===== src/rtl/fb_pkg.sv =====
// Shared types and widths for the framebuffer scheduler slice.
package fb_pkg;

   localparam int FB_ADDR_W = 19;
   localparam int FB_DATA_W = 4;

   typedef struct packed {
      logic [FB_ADDR_W-1:0] addr;
      logic [FB_DATA_W-1:0] data;
   } fb_wr_t;

   typedef enum logic {
      RUN     = 1'b0,
      PENDING = 1'b1
   } swap_state_t;

endpackage


===== src/rtl/fb_scheduler_if.sv =====
// Scanout, renderer and RAM signals of the framebuffer scheduler.
// wr_valid/wr_ready: a write transfers in a cycle where both are high; wr_ready never depends on wr_valid.
interface fb_scheduler_if #(
   parameter int ADDR_W = 19,
   parameter int DATA_W = 4
);
   logic              vga_req;
   logic [ADDR_W-1:0] vga_addr;
   logic [DATA_W-1:0] vga_data;
   logic              vga_valid;
   logic              frame_start;
   logic              wr_valid;
   logic              wr_ready;
   logic [ADDR_W-1:0] wr_addr;
   logic [DATA_W-1:0] wr_data;
   logic              swap_req;
   logic              swap_pending;
   logic              front_sel;
   logic              ram_en;
   logic              ram_we;
   logic [ADDR_W:0]   ram_addr;
   logic [DATA_W-1:0] ram_wdata;
   logic [DATA_W-1:0] ram_rdata;

   modport slave (
      input  vga_req, vga_addr, frame_start, wr_valid, wr_addr, wr_data, swap_req, ram_rdata,
      output vga_data, vga_valid, wr_ready, swap_pending, front_sel,
             ram_en, ram_we, ram_addr, ram_wdata
   );

   modport master (
      output vga_req, vga_addr, frame_start, wr_valid, wr_addr, wr_data, swap_req, ram_rdata,
      input  vga_data, vga_valid, wr_ready, swap_pending, front_sel,
             ram_en, ram_we, ram_addr, ram_wdata
   );
endinterface


===== src/rtl/fb_wr_fifo.sv =====
// Renderer write FIFO: power-of-two depth, registered occupancy count, async reset.
module fb_wr_fifo #(
   parameter int DEPTH = 4,
   parameter int W     = 23
) (
   input  logic         clk,
   input  logic         rst,
   input  logic         push_i,
   input  logic         pop_i,
   input  logic [W-1:0] din_i,
   output logic [W-1:0] dout_o,
   output logic         full_o,
   output logic         empty_o
);
   localparam int PW = $clog2(DEPTH);
   localparam logic [PW:0] FULL_CNT = DEPTH[PW:0];

   logic [W-1:0]  mem_q [DEPTH];
   logic [PW-1:0] wr_ptr_q, rd_ptr_q;
   logic [PW:0]   count_q;
   logic          do_push, do_pop;

   assign full_o  = (count_q == FULL_CNT);
   assign empty_o = (count_q == '0);
   assign do_push = push_i && !full_o;
   assign do_pop  = pop_i && !empty_o;
   assign dout_o  = mem_q[rd_ptr_q];

   // Storage needs no reset: an entry is only read after it has been written.
   always_ff @(posedge clk) begin
      if (do_push) mem_q[wr_ptr_q] <= din_i;
   end

   always_ff @(posedge clk or posedge rst) begin
      if (rst) begin
         wr_ptr_q <= '0;
         rd_ptr_q <= '0;
         count_q  <= '0;
      end else begin
         if (do_push) wr_ptr_q <= wr_ptr_q + 1'b1;
         if (do_pop)  rd_ptr_q <= rd_ptr_q + 1'b1;
         count_q <= count_q + {{PW{1'b0}}, do_push} - {{PW{1'b0}}, do_pop};
      end
   end
endmodule


===== src/rtl/fb_scheduler.sv =====
// Single-port framebuffer access scheduler: scanout reads beat renderer writes,
// and a front/back swap is held off until the write FIFO drains and a frame starts.
module fb_scheduler
   import fb_pkg::*;
#(
   parameter int ADDR_W     = FB_ADDR_W,
   parameter int DATA_W     = FB_DATA_W,
   parameter int FIFO_DEPTH = 4,
   parameter int RAM_LAT    = 1
) (
   input logic          clk,
   input logic          rst,
   fb_scheduler_if.slave bus
);
   swap_state_t       state_q, state_d;
   logic              front_sel_q, front_sel_d;
   logic              ram_en_q, ram_en_d;
   logic              ram_we_q, ram_we_d;
   logic [ADDR_W:0]   ram_addr_q, ram_addr_d;
   logic [DATA_W-1:0] ram_wdata_q, ram_wdata_d;
   logic [RAM_LAT:0]  rd_pipe_q;
   logic [DATA_W-1:0] vga_data_q;
   logic              vga_valid;
   fb_wr_t            fifo_din, fifo_dout;
   logic              fifo_full, fifo_empty;
   logic              wr_ready, push, pop;

   assign wr_ready = !fifo_full && (state_q == RUN);
   assign push     = bus.wr_valid && wr_ready;
   assign pop      = !bus.vga_req && !fifo_empty;
   assign fifo_din = '{addr: bus.wr_addr, data: bus.wr_data};

   fb_wr_fifo #(.DEPTH(FIFO_DEPTH), .W($bits(fb_wr_t))) u_fifo (
      .clk     (clk),
      .rst     (rst),
      .push_i  (push),
      .pop_i   (pop),
      .din_i   (fifo_din),
      .dout_o  (fifo_dout),
      .full_o  (fifo_full),
      .empty_o (fifo_empty)
   );

   always_comb begin
      ram_en_d    = 1'b0;
      ram_we_d    = 1'b0;
      ram_addr_d  = ram_addr_q;
      ram_wdata_d = ram_wdata_q;
      if (bus.vga_req) begin
         ram_en_d   = 1'b1;
         ram_addr_d = {front_sel_q, bus.vga_addr};
      end else if (!fifo_empty) begin
         ram_en_d    = 1'b1;
         ram_we_d    = 1'b1;
         ram_addr_d  = {~front_sel_q, fifo_dout.addr};
         ram_wdata_d = fifo_dout.data;
      end
   end

   // Swap only when nothing is left for the old back buffer, at a frame boundary.
   always_comb begin
      state_d     = state_q;
      front_sel_d = front_sel_q;
      case (state_q)
         RUN: begin
            if (bus.swap_req) state_d = PENDING;
         end
         PENDING: begin
            if (bus.frame_start && fifo_empty && !pop) begin
               front_sel_d = ~front_sel_q;
               state_d     = RUN;
            end
         end
         default: state_d = RUN;
      endcase
   end

   always_ff @(posedge clk or posedge rst) begin
      if (rst) begin
         state_q     <= RUN;
         front_sel_q <= 1'b0;
         ram_en_q    <= 1'b0;
         ram_we_q    <= 1'b0;
         ram_addr_q  <= '0;
         ram_wdata_q <= '0;
         rd_pipe_q   <= '0;
         vga_data_q  <= '0;
      end else begin
         state_q     <= state_d;
         front_sel_q <= front_sel_d;
         ram_en_q    <= ram_en_d;
         ram_we_q    <= ram_we_d;
         ram_addr_q  <= ram_addr_d;
         ram_wdata_q <= ram_wdata_d;
         rd_pipe_q   <= {rd_pipe_q[RAM_LAT-1:0], bus.vga_req};
         if (vga_valid) vga_data_q <= bus.ram_rdata;
      end
   end

   // Return data passes straight through on the valid cycle and is held afterwards.
   assign vga_valid        = rd_pipe_q[RAM_LAT];
   assign bus.vga_valid    = vga_valid;
   assign bus.vga_data     = vga_valid ? bus.ram_rdata : vga_data_q;
   assign bus.wr_ready     = wr_ready;
   assign bus.swap_pending = (state_q == PENDING);
   assign bus.front_sel    = front_sel_q;
   assign bus.ram_en       = ram_en_q;
   assign bus.ram_we       = ram_we_q;
   assign bus.ram_addr     = ram_addr_q;
   assign bus.ram_wdata    = ram_wdata_q;
endmodule


===== src/flat_wrapper.sv =====
// flat-port wrapper written by rule: the top's interface ports become plain ports
module fb_scheduler_flat import fb_pkg::*;
#(
   parameter int ADDR_W     = FB_ADDR_W,
   parameter int DATA_W     = FB_DATA_W,
   parameter int FIFO_DEPTH = 4,
   parameter int RAM_LAT    = 1
)
  (clk, rst, bus_vga_req, bus_vga_addr, bus_frame_start, bus_wr_valid, bus_wr_addr, bus_wr_data, bus_swap_req, bus_ram_rdata, bus_vga_data, bus_vga_valid, bus_wr_ready, bus_swap_pending, bus_front_sel, bus_ram_en, bus_ram_we, bus_ram_addr, bus_ram_wdata);
  fb_scheduler_if #(.ADDR_W(ADDR_W), .DATA_W(DATA_W)) bus_i ();
  input logic clk;
  input logic rst;
  input wire logic [$bits(bus_i.vga_req)-1:0] bus_vga_req;
  input wire logic [$bits(bus_i.vga_addr)-1:0] bus_vga_addr;
  input wire logic [$bits(bus_i.frame_start)-1:0] bus_frame_start;
  input wire logic [$bits(bus_i.wr_valid)-1:0] bus_wr_valid;
  input wire logic [$bits(bus_i.wr_addr)-1:0] bus_wr_addr;
  input wire logic [$bits(bus_i.wr_data)-1:0] bus_wr_data;
  input wire logic [$bits(bus_i.swap_req)-1:0] bus_swap_req;
  input wire logic [$bits(bus_i.ram_rdata)-1:0] bus_ram_rdata;
  output wire logic [$bits(bus_i.vga_data)-1:0] bus_vga_data;
  output wire logic [$bits(bus_i.vga_valid)-1:0] bus_vga_valid;
  output wire logic [$bits(bus_i.wr_ready)-1:0] bus_wr_ready;
  output wire logic [$bits(bus_i.swap_pending)-1:0] bus_swap_pending;
  output wire logic [$bits(bus_i.front_sel)-1:0] bus_front_sel;
  output wire logic [$bits(bus_i.ram_en)-1:0] bus_ram_en;
  output wire logic [$bits(bus_i.ram_we)-1:0] bus_ram_we;
  output wire logic [$bits(bus_i.ram_addr)-1:0] bus_ram_addr;
  output wire logic [$bits(bus_i.ram_wdata)-1:0] bus_ram_wdata;
  assign bus_i.vga_req = bus_vga_req;
  assign bus_i.vga_addr = bus_vga_addr;
  assign bus_i.frame_start = bus_frame_start;
  assign bus_i.wr_valid = bus_wr_valid;
  assign bus_i.wr_addr = bus_wr_addr;
  assign bus_i.wr_data = bus_wr_data;
  assign bus_i.swap_req = bus_swap_req;
  assign bus_i.ram_rdata = bus_ram_rdata;
  assign bus_vga_data = bus_i.vga_data;
  assign bus_vga_valid = bus_i.vga_valid;
  assign bus_wr_ready = bus_i.wr_ready;
  assign bus_swap_pending = bus_i.swap_pending;
  assign bus_front_sel = bus_i.front_sel;
  assign bus_ram_en = bus_i.ram_en;
  assign bus_ram_we = bus_i.ram_we;
  assign bus_ram_addr = bus_i.ram_addr;
  assign bus_ram_wdata = bus_i.ram_wdata;
  fb_scheduler #(.ADDR_W(ADDR_W), .DATA_W(DATA_W), .FIFO_DEPTH(FIFO_DEPTH), .RAM_LAT(RAM_LAT)) u_core (.clk(clk), .rst(rst), .bus(bus_i));
endmodule

===== config.mk =====
export PLATFORM = sky130hd
export DESIGN_NAME = fb_scheduler_flat
export DESIGN_NICKNAME = d
export VERILOG_FILES = /design/src/rtl/fb_pkg.sv /design/src/rtl/fb_scheduler_if.sv /design/src/rtl/fb_wr_fifo.sv /design/src/rtl/fb_scheduler.sv /design/src/flat_wrapper.sv
export SDC_FILE = /design/constraint.sdc
export NUM_CORES = 1
export LEC_CHECK = 0
export BUFFER_PORTS_ARGS = -buffer_cell sky130_fd_sc_hd__buf_2
export CORE_MARGIN = 5
export CORE_UTILIZATION = 30
export CTS_BUF_LIST = sky130_fd_sc_hd__clkbuf_8
export CTS_CLUSTER_DIAMETER = 100
export CTS_CLUSTER_SIZE = 10
export DETAILED_ROUTE_END_ITERATION = 8
export GPL_TIMING_DRIVEN = 0
export PLACE_DENSITY = 0.59
export SLEW_MARGIN = 20
export SYNTH_ARGS = -nofsm -noshare
export SYNTH_HDL_FRONTEND = slang
export SYNTH_SLANG_ARGS = --single-unit

===== constraint.sdc =====
create_clock -name clk -period 2.6 [get_ports clk]
set_input_delay 0.52 -clock clk [delete_from_list [all_inputs] [get_ports clk]]
set_output_delay 0.52 -clock clk [all_outputs]
set_load 0.02 [all_outputs]

==> metrics.txt <==
# fillers=1609; total clock buffers created by CTS=17; Pins Over Slew Limit=0; average wire per standard cell=17.2 um; area growth from synthesis to layout=21.9%; share of layout cells above drive strength 1=40.0%; WL met2=5560 um; fin crit share=90.7%; total detailed-routing wirelength=11000 um; class of the worst hold path=in2async; clock tree root driver cell=sky130_fd_sc_hd__clkbuf_8; depth of the CTS H-tree=4; sequential standard cell area=0.00379 mm^2; number of setup violations in the final report=0; area of the placeable core=0.0171 mm^2; crit path DAT=2.71 ns; status=complete, no violations; cts hold-fix bufs=0; half-perimeter wire length after detailed placement=7450 um; Worst Slack Setup Final=0.241 ns; relative slew slack=54.5%; Util after Layout=37.0%; First-pass DRT Iterations=4; pre-CTS setup slack=0.0786 ns; largest net degree at the start of global routing=25; remaining routing DRC violations=0; vias per std cell=4.42; area occupied by multi-input gates=0.00127 mm^2; number of maximum-capacitance constraint violations=0; main combinational cell family by area after synthesis=multiplexers; maximum operating frequency=424 MHz; LEAKAGE=0.00240 uW; Syn Area/Cell=17.7 um^2; clock sink total=133; post-CTS setup repair buffer count=0; transition at the pin with the smallest max-transition slack=0.682 ns; Clock Latency Late Sink=0.44 ns; pwr/cell area=995 mW/mm^2; max layer used=met5; initial antenna violation count=2; setup repair after global routing missed its margin=no; crit path kind=reg2reg; crit start category=register; Worst setup EP type=register; met3 WL=711 um; min Tclk post-route=2.36 ns; Crit Path Max Fanout=7; Gates resized, CTS repair=0; worst hold margin=0.130 ns; leftover overflow at the end of global routing=0; Initial Utilization=30.3%; maximum clock skew at final layout=0.0118 ns; I/O pin total=86; DIE HEIGHT=142 um; synthesized netlist cell count=294; share of cell area taken by muxes after synthesis=12.2%; routability congestion estimate from global placement=0.693; count of buffers from port buffering=85; TritonCTS clock tree=built; Cell Rows=48; first-pass GRT wire length=17000 um; number of nets at the end of the flow=458; Post-DRT Antenna Nets=0; initial DRC count=132; global router's overall resource usage=11.5%; Cell Area, Synth=0.00519 mm^2; required arrival time at the worst endpoint=2.95 ns; Seq cells post-synth=133; total power after layout=6300 uW; post-synthesis adder-cell area fraction=1.83%; number of global-route vias before repair=3065; met1 WL=4560 um; sum of negative setup slack=0 ns; area of the die=0.0200 mm^2; Post-Synth Simple-Gate Area=5.01%; Via Count=2817; maximum buffer depth of the clock tree=2; post-synthesis share of cell area spent on xor and xnor gates=1.01%; complex-gate fraction of the synthesized area=4.39%; chip width=142 um; count of final hold-check violations=0; net count of the mapped netlist=353; worst vdd rail ir drop=0.440 mV; library cells used by synthesis=29; Yosys Warn Count=0; clock-pin slew of the registers on the worst-case setup and hold paths=0.08 ns; Seq/Total Area, Yosys=73.0%
## metal layers
metal / vias to the layer above / global-route usage [%]
met5: - / 0
met1: 1418 / 14.1
met4: 4 / 3.64
met3: 13 / 5.26
li1: 1310 / -
met2: 72 / 18.3
## stage by stage
step | cell area, um^2 | cells
global route | 6330 | 637
CTS | 6330 | 637
detailed placement | 5930 | 605
finish | 6330 | 638
global placement | 5900 | 604
floorplan | 5190 | 294
## Yosys cell counts, drive strengths merged
| cell type | n | share of area [%] |
|---|---|---|
| fa | 1 | 0.39 |
| nor3b | 1 | 0.14 |
| nand2 | 19 | 1.4 |
| o21a | 1 | 0.14 |
| a21oi | 40 | 3.9 |
| nor2 | 2 | 0.19 |
| o21bai | 1 | 0.14 |
| nand3 | 1 | 0.096 |
| edfxtp | 92 | 53 |
| nor2b | 19 | 2.3 |
| buf | 10 | 1.7 |
| or3 | 1 | 0.12 |
| clkbuf | 5 | 0.36 |
| mux2i | 1 | 0.19 |
| a211oi | 1 | 0.24 |
| and2 | 4 | 0.48 |
| xnor2 | 4 | 0.67 |
| nand2b | 1 | 0.12 |
| mux2 | 9 | 2.0 |
| mux4 | 23 | 10 |
| nor3 | 1 | 0.19 |
| inv | 8 | 0.58 |
| dfrtp | 41 | 20 |
| xor2 | 2 | 0.34 |
| ha | 6 | 1.4 |
## worst max-delay path, cell delays in order, from the launching register on
cell and delay (ns):
sky130_fd_sc_hd__dfrtp_1 0.41, sky130_fd_sc_hd__nor2_1 0.09, sky130_fd_sc_hd__a211oi_2 0.49, sky130_fd_sc_hd__inv_1 0.09, sky130_fd_sc_hd__ha_1 0.29, sky130_fd_sc_hd__inv_1 0.04, sky130_fd_sc_hd__ha_1 0.18, sky130_fd_sc_hd__fa_1 0.38
sky130_fd_sc_hd__xnor2_1 0.18, sky130_fd_sc_hd__xnor2_1 0.14
## final timing paths
path | start | endpoint | slack [ns] | cells after the start
max in group asynchronous | rst | u_core.bus.ram_wdata[1] | 1.95 | 3
hold reg to reg | u_core.rd_pipe_q[0] | u_core.rd_pipe_q[1] | 0.36 | 0
min in group clk | bus_vga_req | u_core.rd_pipe_q[0] | 0.22 | 1
setup reg to reg | u_core.u_fifo.count_q[0] | u_core.u_fifo.count_q[2] | 0.24 | 9
hold / removal | rst | u_core.bus.front_sel | 0.13 | 2
setup / recovery | u_core.u_fifo.count_q[0] | u_core.u_fifo.count_q[2] | 0.24 | 9
## cells in the final DEF (no fill, tap or decap), types with 2 or more instances in the layout
| master | count |
|---|---|
| sky130_fd_sc_hd__buf_2 | 92 |
| sky130_fd_sc_hd__mux4_2 | 22 |
| sky130_fd_sc_hd__a21oi_1 | 40 |
| sky130_fd_sc_hd__nand2_1 | 19 |
| sky130_fd_sc_hd__clkbuf_8 | 17 |
| sky130_fd_sc_hd__clkinv_1 | 2 |
| sky130_fd_sc_hd__clkinv_2 | 6 |
| sky130_fd_sc_hd__buf_12 | 2 |
| sky130_fd_sc_hd__inv_1 | 7 |
| sky130_fd_sc_hd__nor2b_1 | 19 |
| sky130_fd_sc_hd__xnor2_1 | 4 |
| sky130_fd_sc_hd__bufinv_16 | 3 |
| sky130_fd_sc_hd__ha_1 | 6 |
| sky130_fd_sc_hd__clkbuf_1 | 5 |
| sky130_fd_sc_hd__and2_2 | 4 |
| sky130_fd_sc_hd__dfrtp_1 | 41 |
| sky130_fd_sc_hd__edfxtp_1 | 92 |
| sky130_fd_sc_hd__mux2_2 | 9 |
| sky130_fd_sc_hd__xor2_1 | 2 |
| sky130_fd_sc_hd__clkinv_4 | 2 |
## where the power goes
part / leakage, uW / switching [uW] / internal (uW) / total [uW]
logic: 0.000901 / 1020 / 831 / 1850
clock network: 0.000204 / 775 / 934 / 1710
registers: 0.00130 / 160 / 2580 / 2740
total: 0.00240 / 1950 / 4340 / 6300
## kinds of logic (layout without fill, tap and decap cells)
group / Yosys count / count (layout)
DFF: 133 / 133
buffers and inverters: 23 / 141
muxes: 33 / 33
other: 0 / 1
adders and majority gates: 7 / 7
AOI/OAI and AO/OA: 43 / 43
xor gates and xnor gates: 6 / 6
and+or+nand+nor: 49 / 49
## cell type report
cell class,instances,area share [%]
sequential,133,59.9
timing repair buffer,86,7.16
antenna,1,0.0395
buffer,15,1.66
multi-input combinational,138,20.1
clock inverter,15,2.55
tap,225,4.45
clock buffer,17,3.70
inverter,8,0.474
## registers in the layout, summed over array words and instances (netlist names)
| name | count |
|---|---|
| u_core.u_fifo.count_q | 3 |
| u_core.bus.ram_addr | 20 |
| u_core.bus.front_sel | 1 |
| u_core.u_fifo.mem_q | 92 |
| u_core.bus.swap_pending | 1 |
| u_core.u_fifo.rd_ptr_q | 2 |
| u_core.bus.ram_en | 1 |
| u_core.bus.ram_wdata | 4 |
| u_core.rd_pipe_q | 2 |
| u_core.u_fifo.wr_ptr_q | 2 |
| u_core.bus.ram_we | 1 |
| u_core.vga_data_q | 4 |
Power figures use the tool's default switching activity.
